### src/rtl/spi_slave_responder.sv
// spi_slave_responder: SPI mode-0 slave with one-byte TX holding buffer and
// one-byte RX output register. SPI pins are synchronized into clk30.
//
// Ports:
//   clk30, reset          system clock, synchronous active-high reset
//   spi_sck/ss_n/mosi     asynchronous SPI master inputs
//   spi_miso              slave data out (1 while deselected)
//   tx_data/valid/ready   response byte handshake into holding buffer
//   rx_data/valid/ready   received byte handshake
//   rx_overrun(_clr)      sticky lost-byte flag and its clear
//   busy                  high while in SHIFT
module spi_slave_responder #(
    parameter logic [7:0]  IDLE_FILL   = 8'hFF,
    parameter int unsigned SYNC_STAGES = 2
) (
    input  logic       clk30,
    input  logic       reset,
    input  logic       spi_sck,
    input  logic       spi_ss_n,
    input  logic       spi_mosi,
    output logic       spi_miso,
    input  logic [7:0] tx_data,
    input  logic       tx_valid,
    output logic       tx_ready,
    output logic [7:0] rx_data,
    output logic       rx_valid,
    input  logic       rx_ready,
    output logic       rx_overrun,
    input  logic       rx_overrun_clr,
    output logic       busy
);

    localparam int unsigned CNT_W  = 3;
    localparam int unsigned BYTE_W = 8;

    typedef enum logic {
        IDLE  = 1'b0,
        SHIFT = 1'b1
    } state_t;

    state_t               state_q;
    logic [SYNC_STAGES-1:0] sck_sync_q, ss_sync_q, mosi_sync_q;
    logic                 sck_dly_q, ss_dly_q;
    logic                 busy_q, miso_q;
    logic [CNT_W-1:0]     cnt_q;
    logic [BYTE_W-1:0]    tx_sh_q, rx_sh_q, buf_q, rx_data_q;
    logic                 tx_ready_q, rx_valid_q, rx_overrun_q;

    logic                 sck_s, ss_s, mosi_s;
    logic                 sck_rise, sck_fall, ss_fall, ss_rise;
    logic                 in_shift, load, byte_done, fill, rx_free;
    logic [BYTE_W-1:0]    rx_byte, tx_sh_d;

    // Edge detection on the last synchronizer stage vs. one extra delay flop
    always_comb begin
        sck_s     = sck_sync_q[SYNC_STAGES-1];
        ss_s      = ss_sync_q[SYNC_STAGES-1];
        mosi_s    = mosi_sync_q[SYNC_STAGES-1];
        sck_rise  = sck_s & ~sck_dly_q;
        sck_fall  = ~sck_s & sck_dly_q;
        ss_fall   = ~ss_s & ss_dly_q;
        ss_rise   = ss_s & ~ss_dly_q;
        // Deselect wins over any SCK edge seen in the same cycle
        in_shift  = (state_q == SHIFT) && !ss_rise;
        // Load on frame start and on the falling edge after every 8th bit
        load      = ((state_q == IDLE) && ss_fall) ||
                    (in_shift && sck_fall && (cnt_q == CNT_W'(0)));
        byte_done = in_shift && sck_rise && (cnt_q == CNT_W'(7));
        fill      = tx_valid && tx_ready_q;
        rx_byte   = {rx_sh_q[BYTE_W-2:0], mosi_s};
        rx_free   = !rx_valid_q || rx_ready;
    end

    // TX shift register next value; a load takes the pre-fill buffer content
    always_comb begin
        tx_sh_d = tx_sh_q;
        if (load) begin
            tx_sh_d = tx_ready_q ? IDLE_FILL : buf_q;
        end else if (in_shift && sck_fall) begin
            tx_sh_d = {tx_sh_q[BYTE_W-2:0], 1'b0};
        end
    end

    // Synchronizers, FSM, buffers and registered outputs
    always_ff @(posedge clk30) begin
        if (reset) begin
            sck_sync_q   <= '0;
            ss_sync_q    <= '1;
            mosi_sync_q  <= '1;
            sck_dly_q    <= 1'b0;
            ss_dly_q     <= 1'b1;
            state_q      <= IDLE;
            busy_q       <= 1'b0;
            miso_q       <= 1'b1;
            cnt_q        <= '0;
            tx_sh_q      <= '0;
            rx_sh_q      <= '0;
            buf_q        <= '0;
            tx_ready_q   <= 1'b1;
            rx_data_q    <= '0;
            rx_valid_q   <= 1'b0;
            rx_overrun_q <= 1'b0;
        end else begin
            sck_sync_q  <= {sck_sync_q[SYNC_STAGES-2:0], spi_sck};
            ss_sync_q   <= {ss_sync_q[SYNC_STAGES-2:0], spi_ss_n};
            mosi_sync_q <= {mosi_sync_q[SYNC_STAGES-2:0], spi_mosi};
            sck_dly_q   <= sck_s;
            ss_dly_q    <= ss_s;

            tx_sh_q <= tx_sh_d;
            // Stage SYNC_STAGES-2 becomes the synchronized ss_n next cycle
            miso_q  <= ss_sync_q[SYNC_STAGES-2] ? 1'b1 : tx_sh_d[BYTE_W-1];

            if (fill) begin
                buf_q      <= tx_data;
                tx_ready_q <= 1'b0;
            end else if (load) begin
                tx_ready_q <= 1'b1;
            end

            if (rx_valid_q && rx_ready) begin
                rx_valid_q <= 1'b0;
            end
            if (rx_overrun_clr) begin
                rx_overrun_q <= 1'b0;
            end
            if (byte_done) begin
                if (rx_free) begin
                    rx_data_q  <= rx_byte;
                    rx_valid_q <= 1'b1;
                end else begin
                    rx_overrun_q <= 1'b1;
                end
            end

            case (state_q)
                IDLE: begin
                    if (ss_fall) begin
                        state_q <= SHIFT;
                        busy_q  <= 1'b1;
                        cnt_q   <= '0;
                        rx_sh_q <= '0;
                    end
                end
                SHIFT: begin
                    if (ss_rise) begin
                        // Partial byte dropped; loaded TX byte is not restored
                        state_q <= IDLE;
                        busy_q  <= 1'b0;
                        cnt_q   <= '0;
                        rx_sh_q <= '0;
                    end else if (sck_rise) begin
                        rx_sh_q <= rx_byte;
                        cnt_q   <= cnt_q + CNT_W'(1);
                    end
                end
                default: begin
                    state_q <= IDLE;
                    busy_q  <= 1'b0;
                end
            endcase
        end
    end

    assign spi_miso   = miso_q;
    assign tx_ready   = tx_ready_q;
    assign rx_data    = rx_data_q;
    assign rx_valid   = rx_valid_q;
    assign rx_overrun = rx_overrun_q;
    assign busy       = busy_q;

endmodule

### config.mk
export PLATFORM = sky130hd
export DESIGN_NAME = spi_slave_responder
export DESIGN_NICKNAME = d
export VERILOG_FILES = /design/src/rtl/spi_slave_responder.sv
export SDC_FILE = /design/constraint.sdc
export NUM_CORES = 1
export LEC_CHECK = 0
export CAP_MARGIN = 20
export CORE_MARGIN = 2
export CORE_UTILIZATION = 48
export CTS_CLUSTER_DIAMETER = 80
export CTS_CLUSTER_SIZE = 28
export DETAILED_ROUTE_END_ITERATION = 10
export PLACE_DENSITY = 0.72
export SETUP_SLACK_MARGIN = 0.05
export SLEW_MARGIN = 20
export SYNTH_ARGS = -nofsm -noshare
export SYNTH_HDL_FRONTEND = slang
export SYNTH_SLANG_ARGS = --single-unit
### constraint.sdc
create_clock -name clk30 -period 1.7 [get_ports clk30]
set_clock_uncertainty 0.15 [all_clocks]
set_input_delay 0.51 -clock clk30 [delete_from_list [all_inputs] [get_ports clk30]]
set_output_delay 0.51 -clock clk30 [all_outputs]
set_load 0.02 [all_outputs]
==> flow_summary.json <==
{
  "syn2layout_area_growth_pct": 31.12,
  "setup_violations": 0,
  "tns_ns": 0,
  "fin_util_pct": 64.78,
  "critPathRequiredTime_ns": 1.04,
  "holdCritPathClass": "reg -> reg",
  "numPortBuffers": 28,
  "hold_violations": 0,
  "syn_nets": 233,
  "cap_violations": 0,
  "rsz0062_at_grt": "yes",
  "crit_buf_inv": 1,
  "grt-ovfl-total": 0,
  "worstHoldStart": "mosi_sync_q[0]",
  "reg2reg_depth": 7,
  "finalCritPeriodShare_pct": 94.96,
  "end_kind": "output pin",
  "drt_iter0_drc": 81,
  "clock_latency_ns": 0.30,
  "critical-path-top-delay-family": "flip-flops",
  "avgSynthCellArea_um2": 9.168,
  "fin_crit_ns": 1.614,
  "nets": 273,
  "max_freq_mhz": 619.5,
  "routed_wl_um": 4008,
  "timing.rr.start": "cnt_q[1]",
  "root_buffer": "clkbuf_8",
  "drtPass1Iterations": 4,
  "final_antenna_net_count": 0,
  "rrSetupSlack_ns": 0.09,
  "ios": 29,
  "drive_gt1_share_pct": 24.71,
  "routedWlPerCell_um": 13.14,
  "synth_cell_type_count": 34,
  "rows": 23,
  "grt_util_all_layers_pct": 19.07,
  "cts_tree": "done",
  "syn_inst": 214,
  "grt_max_degree": 26,
  "dieWidth_um": 67.93,
  "min_path_cells": 1,
  "grt_pass1_vias": 1551,
  "worstPathArrival_ns": 0.95,
  "max_stage_delay_ns": 0.35,
  "drcViolationCount": 0,
  "synth-seq-cells": 48,
  "syn-cell-area_um2": 1962,
  "grt_antenna_before_repair": 0,
  "yosys_warnings": 0,
  "post-dp-hpwl_um": 2663,
  "coreArea_um2": 3971,
  "ir_drop_uv": 496.0,
  "worst_setup_path_start_kind": "register",
  "final-max-slew-violation-count": 0,
  "floorplan.die_area_um2": 4614,
  "hold_slack_ns": 0.2890,
  "worstMarginPinSlew_ns": 0.3368,
  "p_per_area_nw_per_um2": 865.3,
  "chipHeight_um": 67.93,
  "crit_chain": "clkdlybuf4s15_1",
  "p_leak_nw": 0.9941,
  "antenna_cells": 0,
  "clk_path_buf_depth": 2,
  "vias_per_cell": 5.380,
  "relSlewSlack_pct": 77.55,
  "yosysSeqAreaShare_pct": 48.98,
  "cts_buffers": 5,
  "holdPathEnd": "mosi_sync_q[1]",
  "status": "completed",
  "place_ws_ns": -0.1693,
  "gp_congestion": 0.7140,
  "htree_levels": 2,
  "r2r_end": "rx_data[3]",
  "cpMaxStageDelayCell": "dfxtp_1",
  "hold_buffers": 0,
  "worstSetupPathType": "reg -> out",
  "nFillCells": 333,
  "grt_pass1_wl_um": 6679,
  "start_util_pct": 49.40,
  "path_clk_slew_ns": 0.09,
  "vias": 1641,
  "cts_sinks": 48,
  "finalWorstSetupSlack_ns": 0.08571,
  "critPathMaxFanout": 2
}
[layout by cell type, fill, tap and decap left out, drive strengths merged, types with 3 or more instances in the layout]
cell type	netlist	final
or2	6	6
ha	3	3
nand2b	5	5
nand2	17	17
nor2	19	19
nand3	21	21
clkdlybuf4s50	0	15
clkbuf	13	13
inv	5	5
mux2i	8	8
a21oi	21	21
nand4	11	11
a311oi	6	6
nor2b	8	8
clkdlybuf4s15	0	6
dfxtp	48	48
o21ai	8	8
buf	4	21
[what timing repair did]
item / 4_1_cts / 5_1_grt
pin swaps: 1 / 2
resized for setup: 16 / 29
setup endpoints to repair: 21 / 28
buffers inserted: 1 / 3
cloned: 0 / 1
[cell families (layout without fill, tap and decap cells)]
kind of cell             Yosys count  count (layout)  share of synthesized area, %
AND/OR/NAND/NOR                   91              91                         24.36
adder cells (fa/ha/maj)            3               3                         1.913
multiplexers                       8               8                         4.082
buffers and inverters             22              63                         5.612
AO/OA/AOI/OAI                     42              42                         15.05
flip-flops                        48              48                         48.98
[per-stage QoR]
stage,cells,total power (W),area (µm²)
2_1_floorplan,214,0.001338,1963
4_1_cts,301,0.002219,2496
6_report,305,0.002226,2572
3_5_place_dp,292,0.001428,2380
3_3_place_gp,292,0.001425,2380
5_1_grt,305,0.002307,2572
[power breakdown]
part	switching, W	internal (W)	total (W)
registers	0.0000203	0.00116	0.00118
logic	0.000117	0.000120	0.000238
clock network	0.000369	0.000437	0.000805
total	0.000506	0.00172	0.00223
[registers in the layout, indices dropped and copies added, names as in the netlist]
register	flops
ss_sync_q	2
sck_dly_q	1
busy	1
ss_dly_q	1
buf_q	8
tx_ready	1
spi_miso	1
rx_valid	1
state_q	1
tx_sh_q	8
rx_sh_q	7
sck_sync_q	2
mosi_sync_q	2
rx_data	8
cnt_q	3
rx_overrun	1
[per-layer routing]
layer  track usage (%)  vias up  wire length, µm
li1                  -      834                -
met1             24.44      756             1914
met2             30.83       43             1847
met3             4.112        8              179
met4             8.250        0               68
met5                 0        -                0
[synthesized netlist by cell type]
cell type  number  area (µm²)
dfxtp_1        48       960.9
a21oi_1        21       105.1
nand3_1        21       105.1
nand2_1        16       60.06
nor2_1         15       56.30
clkbuf_1       13       48.80
nand4_1        11       68.82
mux2i_1         8       80.08
nor2b_1         8       50.05
o21ai_0         7       35.03
inv_1           5       18.77
nand2b_1        5       31.28
or2_2           5       31.28
a311oi_2        4       60.06
nor2_2          4       25.02
ha_1            3       37.54
a311oi_1        2       17.52
buf_6           2       22.52
a21o_1          1       7.510
a2bb2oi_1       1       8.760
and3b_1         1       8.760
and4_1          1       8.760
buf_2           1       5.000
buf_8           1       15.01
nand2_2         1       6.260
nand4bb_1       1       11.26
o21ai_1         1       5.000
o221ai_1        1       8.760
o22a_1          1       8.760
o311ai_1        1       8.760
o31a_1          1       8.760
o31ai_4         1       21.27
or2_1           1       6.260
or3b_1          1       8.760
[area by class of cell]
type | instances | area (µm²) | share of cell area (%)
Sequential cell | 48 | 965.9 | 37.55
Multi-Input combinational cell | 144 | 935.9 | 36.38
Timing Repair Buffer | 50 | 481.7 | 18.73
Clock buffer | 6 | 72.57 | 2.821
Tap cell | 50 | 62.56 | 2.432
Clock inverter | 2 | 35.03 | 1.362
Inverter | 5 | 18.77 | 0.7296
[worst max path at each step]
stage	end	startpoint	cells after the start	slack, ns
global route	rx_data[3]	cnt_q[1]	7	0.005
floorplan	rx_data[0]	cnt_q[1]	6	0.02
global placement	rx_data[6]	rx_ready	6	-0.15
CTS	rx_data[4]	rx_data[4]	1	0.03
finish	rx_data[6]	rx_data[6]	1	0.09
detailed placement	rx_data[3]	rx_ready	6	-0.17
No activity file was read; power rests on OpenSTA's default activity.
